File: src/rtl/instr_encoder.sv
// Instruction encoder: packs register fields and a sign-extended immediate into
// I/S/B/U/J words, and expands the LI pseudo-op into ADDI, LUI or LUI+ADDI.
module instr_encoder (
  input  logic        clk,
  input  logic        reset,
  input  logic        in_valid,
  output logic        in_ready,
  input  logic [2:0]  fmt,
  input  logic [6:0]  opcode,
  input  logic [2:0]  funct3,
  input  logic [4:0]  rd,
  input  logic [4:0]  rs1,
  input  logic [4:0]  rs2,
  input  logic [31:0] imm,
  output logic        out_valid,
  input  logic        out_ready,
  output logic [31:0] out_instr,
  output logic        out_last,
  output logic        out_err
);

  typedef enum logic [1:0] {
    IDLE  = 2'd0,
    FINAL = 2'd1,
    HI    = 2'd2
  } state_t;

  state_t      state_r, state_n_s;
  logic [31:0] instr_r, instr_n_s;
  logic        last_r, last_n_s;
  logic        err_r, err_n_s;
  logic [31:0] pend_r, pend_n_s;

  logic [31:0] enc_word_s;
  logic        enc_err_s;
  logic        enc_two_s;
  logic [31:0] addi_word_s;
  logic [19:0] hi_s;
  logic        fits12_s;

  // True when bits 31..11 are a pure sign extension (value fits a 12-bit signed field)
  function automatic logic sext_ok(input logic [31:0] v, input int unsigned msb_keep);
    logic [31:0] top;
    top = v >> msb_keep;
    return (top == 32'd0) || (top == (32'hFFFF_FFFF >> msb_keep));
  endfunction

  // Combinational encoder for the request currently on the input port
  always_comb begin
    enc_word_s  = 32'h0000_0000;
    enc_err_s   = 1'b0;
    enc_two_s   = 1'b0;
    fits12_s    = sext_ok(imm, 32'd11);
    // ADDI upper-half correction: a negative low half borrows one from the LUI part
    hi_s        = imm[31:12] + {19'd0, imm[11]};
    addi_word_s = {imm[11:0], rd, 3'b000, rd, 7'b0010011};
    case (fmt)
      3'b000: begin
        enc_word_s = {imm[11:0], rs1, funct3, rd, opcode};
        enc_err_s  = !fits12_s;
      end
      3'b001: begin
        enc_word_s = {imm[11:5], rs2, rs1, funct3, imm[4:0], opcode};
        enc_err_s  = !fits12_s;
      end
      3'b010: begin
        enc_word_s = {imm[12], imm[10:5], rs2, rs1, funct3, imm[4:1], imm[11], opcode};
        enc_err_s  = imm[0] || !sext_ok(imm, 32'd12);
      end
      3'b011: begin
        enc_word_s = {imm[31:12], rd, opcode};
        enc_err_s  = (imm[11:0] != 12'd0);
      end
      3'b100: begin
        enc_word_s = {imm[20], imm[10:1], imm[11], imm[19:12], rd, opcode};
        enc_err_s  = imm[0] || !sext_ok(imm, 32'd20);
      end
      3'b101: begin
        if (fits12_s) begin
          enc_word_s = {imm[11:0], 5'd0, 3'b000, rd, 7'b0010011};
          enc_two_s  = 1'b0;
        end else begin
          enc_word_s = {hi_s, rd, 7'b0110111};
          enc_two_s  = (imm[11:0] != 12'd0);
        end
      end
      default: begin
        enc_word_s = 32'h0000_0013;
        enc_err_s  = 1'b1;
      end
    endcase
  end

  assign in_ready  = (state_r == IDLE) || ((state_r == FINAL) && out_ready);
  assign out_valid = (state_r != IDLE);
  assign out_instr = instr_r;
  assign out_last  = last_r;
  assign out_err   = err_r;

  // Next-state and output-word selection
  always_comb begin
    state_n_s = state_r;
    instr_n_s = instr_r;
    last_n_s  = last_r;
    err_n_s   = err_r;
    pend_n_s  = pend_r;
    case (state_r)
      IDLE: begin
        if (in_valid) begin
          state_n_s = enc_two_s ? HI : FINAL;
          instr_n_s = enc_word_s;
          last_n_s  = !enc_two_s;
          err_n_s   = enc_err_s;
          pend_n_s  = addi_word_s;
        end else begin
          state_n_s = IDLE;
        end
      end
      HI: begin
        if (out_ready) begin
          state_n_s = FINAL;
          instr_n_s = pend_r;
          last_n_s  = 1'b1;
          err_n_s   = 1'b0;
        end else begin
          state_n_s = HI;
        end
      end
      FINAL: begin
        if (out_ready && in_valid) begin
          state_n_s = enc_two_s ? HI : FINAL;
          instr_n_s = enc_word_s;
          last_n_s  = !enc_two_s;
          err_n_s   = enc_err_s;
          pend_n_s  = addi_word_s;
        end else if (out_ready) begin
          state_n_s = IDLE;
        end else begin
          state_n_s = FINAL;
        end
      end
      default: begin
        state_n_s = IDLE;
      end
    endcase
  end

  // State and output registers with synchronous reset
  always_ff @(posedge clk) begin
    if (reset) begin
      state_r <= IDLE;
      instr_r <= 32'h0000_0000;
      last_r  <= 1'b0;
      err_r   <= 1'b0;
      pend_r  <= 32'h0000_0000;
    end else begin
      state_r <= state_n_s;
      instr_r <= instr_n_s;
      last_r  <= last_n_s;
      err_r   <= err_n_s;
      pend_r  <= pend_n_s;
    end
  end

endmodule

File: config.mk
export PLATFORM = sky130hd
export DESIGN_NAME = instr_encoder
export DESIGN_NICKNAME = d
export VERILOG_FILES = /design/src/rtl/instr_encoder.sv
export SDC_FILE = /design/constraint.sdc
export NUM_CORES = 1
export LEC_CHECK = 0
export ABC_AREA = 1
export CAP_MARGIN = 15
export CORE_MARGIN = 2
export CORE_UTILIZATION = 44
export DETAILED_ROUTE_END_ITERATION = 10
export GPL_ROUTABILITY_DRIVEN = 1
export GPL_TIMING_DRIVEN = 0
export PLACE_DENSITY = 0.79
export SKIP_LAST_GASP = 1
export SLEW_MARGIN = 20
export SYNTH_ARGS = -nofsm -noshare
export SYNTH_HDL_FRONTEND = slang
export SYNTH_SLANG_ARGS = --single-unit
File: constraint.sdc
create_clock -name clk -period 1.7 [get_ports clk]
set_input_delay 0.34 -clock clk [delete_from_list [all_inputs] [get_ports clk]]
set_output_delay 0.34 -clock clk [all_outputs]
set_load 0.005 [all_outputs]
**Yosys cells after proc, flatten, opt, wreduce, memory -nomap -nowiden**

Cells that the tools add are included.

- $add $sub $neg: 1
- Multiply operators: 0
- Divide/modulo/power cells: 0
- $lt $le $gt $ge: 0
- Equality and inequality tests: 13
- Shifts and indexed selects: 0
- Muxes and demuxes: 26
- Bitwise gates (word level): 0
- Reductions and logical operators: 24

Operators by type and width:

| operator | count |
|---|---|
| two-way mux 32 bit | 6 |
| one-hot mux 32 bit (6 select lines) | 1 |
| logical NOT 32 bit | 3 |
| one-hot mux 32 bit (3 select lines) | 1 |
| one-hot mux 32 bit (2 select lines) | 1 |
| equality test 21 bit, second input constant | 1 |
| adder 20 x 1 -> 20 bit | 1 |
| equality test 20 bit, second input constant | 1 |
| equality test 12 bit, second input constant | 1 |
| nonzero test 12 bit | 1 |
| two-way mux 1 bit | 9 |
| two-way mux 2 bit | 4 |
| equality test 3 x 2 -> 1 bit, second input constant | 2 |
| equality test 3 bit, second input constant | 2 |
| logical OR 1 bit | 6 |
| one-hot mux 1 bit (3 select lines) | 2 |
| one-hot mux 2 bit (3 select lines) | 1 |
| one-hot mux 1 bit (5 select lines) | 1 |
| logical NOT 1 bit | 4 |
| != test 2 bit, second input constant | 2 |
| AND reduction 4 bit | 1 |
| nonzero test 2 bit | 2 |
| equality test 3 x 1 -> 1 bit, second input constant | 1 |
| logical NOT 3 bit | 1 |
| 8 further kinds | 9 |

- Flip-flop bits (word level): 68
- Bits in latches: 0
- RAM bits: 0
- ROM bits: 0
- Bits of input ports: 64
- Output and inout port bits: 36
- Logic and storage cells: 69
- Memories: 0

**Logic depth before layout (Yosys ltp)**

- Depth after elaboration: 7
- Depth in mapped cells: 14
- Depth with buffers taken out: 14

**Worst setup path before layout**

Ideal clock, no wire load.

- Path kind: in2reg
- Start: input imm[11]
- End: register state_r[1]
- Setup time: 65 ps
- Arrival time: 1562 ps
- Required time: 1635 ps
- Slack: 73 ps
- Stages: 12
- Buffers on the path: 0
- Cells stage by stage: ha_1 -> nand2_1 -> nor2_2 -> nand2_2 -> nor2_4 -> nand2_2 -> nand2_4 -> nor2_1 -> nand2_1 -> nor2_1 -> a21oi_1 -> nor2_1

- Longest elaborated chain between the ends: 7
- Elaborated cells between the ends (all ways): 10
- Classes of those cells: eq/ne (1); mux (6); reduce/logical (3)

RTL lines:

| what | RTL line | RTL |
|---|---|---|
| start, declared | 14 | `input logic [31:0] imm,` |
| equality test 21 bit / logical NOT 32 bit (equally long branches) | 45 | `return (top == 32'd0) \|\| (top == (32'hFFFF_FFFF >> msb_keep));` |
| logical OR 1 bit | 45 |  |
| two-way mux 1 bit * | 79 | `if (fits12_s) begin` |
| two-way mux 1 bit * | 57 | `case (fmt)` |
| two-way mux 2 bit * | 110, 131 |  |
| two-way mux 2 bit (on tied branches) | 130, 109 |  |
| one-hot mux 2 bit (3 select lines) * | 107 | `case (state_r)` |
| end signal, assigned | 157 | `state_r <= state_n_s;` |
| end, declared | 28 | `state_t state_r, state_n_s;` |

Mark *: on every way between the ends. The rest lies on a longest branch, timed or not.
A chain may end at the register's enable or synchronous reset.

**Worst setup path after layout**

- Start: input fmt[0]
- End: register instr_r[5] (netlist: out_instr[5])

- Longest elaborated chain between the ends: 4
- Elaborated cells between the ends (all ways): 10
- Classes of those cells: eq/ne (5); mux (4); reduce/logical (1)

RTL lines:

| what | RTL line | RTL |
|---|---|---|
| start, declared | 8 | `input logic [2:0] fmt,` |
| equality test 3 bit, or another cell as far along | 57 |  |
| one-hot mux 32 bit (6 select lines) * | 57 |  |
| two-way mux 32 bit (on tied branches) | 130, 109 |  |
| one-hot mux 32 bit (3 select lines) * | 107 |  |
| end signal, assigned | 158 | `instr_r <= instr_n_s;` |
| end, declared | 29 | `logic [31:0] instr_r, instr_n_s;` |

Mark *: on every way between the ends. The rest lies on a longest branch, timed or not. The select of a mux whose other input is x is not followed.

==> results <==
[cells in the mapped netlist (all sizes together)]
master and n:
nand2 170, nor2 72, a21oi 65, inv 58, o21ai 56, dfxtp 54, nand3 33, clkbuf 11
xor2 10, buf 9, nor3 9, a22oi 6, o221ai 6, a221oi 4, o22ai 4, ha 3
nand4 2, xnor2 2, a21boi 1, a31oi 1, and2 1, clkinv 1, or2 1
[worst max-delay path: stages]
cell and delay, ns:
dlygate4sd2_1 0.43, nor2_4 0.11, buf_4 0.16, nor2_1 0.28
inv_1 0.16, nand2_1 0.11, o21ai_0 0.10, nand2_1 0.07
a21oi_1 0.06
[registers in the layout, indices dropped and copies added, names as in the netlist]
| signal | count |
|---|---|
| out_err | 1 |
| out_instr | 32 |
| out_last | 1 |
| pend_r | 18 |
| state_r | 2 |
[kinds of logic after synthesis]
group	after synthesis	share of synthesized area
XOR/XNOR	12	0.02973
adder cells (fa/ha/maj)	3	0.01062
buffers and inverters	79	0.09203
AND/OR/NAND/NOR	288	0.3420
flip-flops	54	0.3058
AO/OA/AOI/OAI	143	0.2198
[stage by stage]
step                      power [mW]  instances  hold slack (ns)  setup TNS, ns
after floorplan                1.860        579           0.4094              0
after global placement         2.313        779           0.4455         -30.03
after detailed placement       2.325        779           0.4617         -31.72
after CTS                      3.092        796           0.3997        -0.1437
after global routing           3.293        804           0.3572       -0.05300
final                          3.135        804           0.3751              0
[layer usage]
layer  up-vias  GRT usage  part of all wire
met5         -          0                 0
met4         0    0.07729             0.030
met3        32    0.04110             0.077
met2       233     0.4424              0.45
met1      2016     0.3728              0.44
li1       2144          -                 -
[worst paths after layout]
| path | to | cells past startpoint | slack (ns) |
|---|---|---|---|
| worst max-delay path | out_instr[5]$_SDFFE_PP0P_ | 9 | 0.05 |
| worst min-delay path | pend_r[31]$_SDFFE_PP0P_ | 3 | 0.38 |
| worst max register to register | out_instr[9]$_SDFFE_PP0P_ | 9 | 0.10 |
| worst min register to register | out_err$_SDFFE_PP0P_ | 2 | 0.47 |
[area by class of cell]
cell class | instances | area, sq um | share of cell area
tap | 102 | 127.6 | 0.02569
timing repair buffer | 116 | 1056 | 0.2125
multi-input combinational | 446 | 2253 | 0.4535
inverter | 59 | 231.5 | 0.04659
sequential | 54 | 1084 | 0.2181
clock inverter | 2 | 16.27 | 0.003274
clock buffer | 6 | 82.58 | 0.01662
buffer | 19 | 117.6 | 0.02367
[timing repair]
| action | CTS | global route |
|---|---|---|
| endpoints found under the setup margin | 40 | 41 |
| pin swaps | 6 | 8 |
| resized for setup | 58 | 71 |
| setup buffers | 10 | 8 |
[where the power goes]
group	total (mW)	internal, mW	switching (mW)
logic	0.936	0.429	0.507
registers	1.43	1.37	0.0593
clock network	0.769	0.336	0.433
==> impl_results.md <==
* Outcome: finished, final reports clean
* Register bit total from synthesis at 54
* Clock Skew at between 0.003 and 0.004 ns
* Die area at about 8800 sq um
* CTS tree: done
* Synth top area share at 0.3058
* Synth area leaders: dfxtp_1 (31%), nand2_1 (17%), a21oi_1 (9.2%)
* Crit path launch: fmt[0]
* Bufs on Longest Clock Path at 2
* Drt total wl at approximately 12000 microns
* Setup violators final at 0
* Max-Cap Viols at 0
* Placed cell areas at approximately 4600 sq um
* Initial Util at 0.4551
* Routed len/inst at between 15 and 20 microns
* CTS sink cnt at 54
* Achievable frequency at slightly above 600 MHz
* Worst min path class: input pin to register
* Clock-pin slew on the worst setup and hold paths at roughly 0.10 ns
* Vias in the first global route at 4022
* CP required at roughly 1.9 ns
* Hold path startpoint: imm[11]
* Crit path max fanout at 6
* End-of-flow core utilization at 0.6397
* Routed vias at 4425
* Worst Slack Setup Final at 0.05142 ns
* Synth Area per Inst at between 6 and 7 sq um
* Fin. Hold Viols at 0
* Largest net degree at the start of global routing at 18
* Mapped cell area at approximately 3500 sq um
* Antenna violations before repair at 0
* Num rows at 32
* Overall Global Routing Usage at 0.2714
* ANT nets after route at 0
* Placement Setup Slack at -1.125 ns
* Largest area contributor in the netlist: dfxtp_1
* Nets at between 700 and 800
* Io pins at 100
* Initial drt markers at approximately 280
* Core area at roughly 7800 sq um
* Vias/cell at about 5.5
* Slew headroom at 0.6640
* Peak supply drop at about 0.47 mV
* CP Launch Type: input pin
* Area Overhead vs Synth at 40.57%
* Residual DRC count at 0
* Diodes inserted at 0
* Reg2reg start: state_r[1]$_SDFF_PP0_
* Syn Inst Count at 579
* First drt pass iteration count at 5
* First-pass GRT wire length at roughly 19000 microns
* Most frequent cells in the layout: nand2_1 (157), clkdlybuf4s50_1 (69), a21oi_1 (65)
* Leakage Power at around 2.2 nW
* Max H-tree Level at 2
* Post-detail-place hpwl at around 9300 microns
* Most frequent standard cell in the layout excluding fill and tap cells: nand2_1
* CP arrival at ~1.8 ns
* Measured slew at the worst slew-check pin at roughly 0.50 ns
* Synth warn at 0
* Slew Viols, Final at 0
* Post-synthesis sequential area ratio at 0.3058
* Post-synthesis cell type count at 35
* Overflow after GRT at 0
* Hold_buf cts at 0
* Net Count, Synth at between 600 and 700
* Clk Latency, worst-skew pair at between 0.3 and 0.4 ns
* P per Cell Area at approximately 630 nW/um^2
* Buffers on Ports at 98
* Worst Setup End Kind: register
* Final period util at 0.9698
* TritonCTS Buffers at 5
* Placer Congestion at ~0.96
* Post-layout min period at 1.649 ns
* CTS Root Cell: clkbuf_8
* Die span in y at 93.63 microns
* Final Cell Area at 4969 sq um
* RSZ-0062 raised after global routing: yes
* Fillers at approximately 720
* DIE WIDTH at 93.63 microns
* Layout cells sized above 1 at 0.1524
* Critical path class: input pin to register
Power figures use the tool's default switching activity.
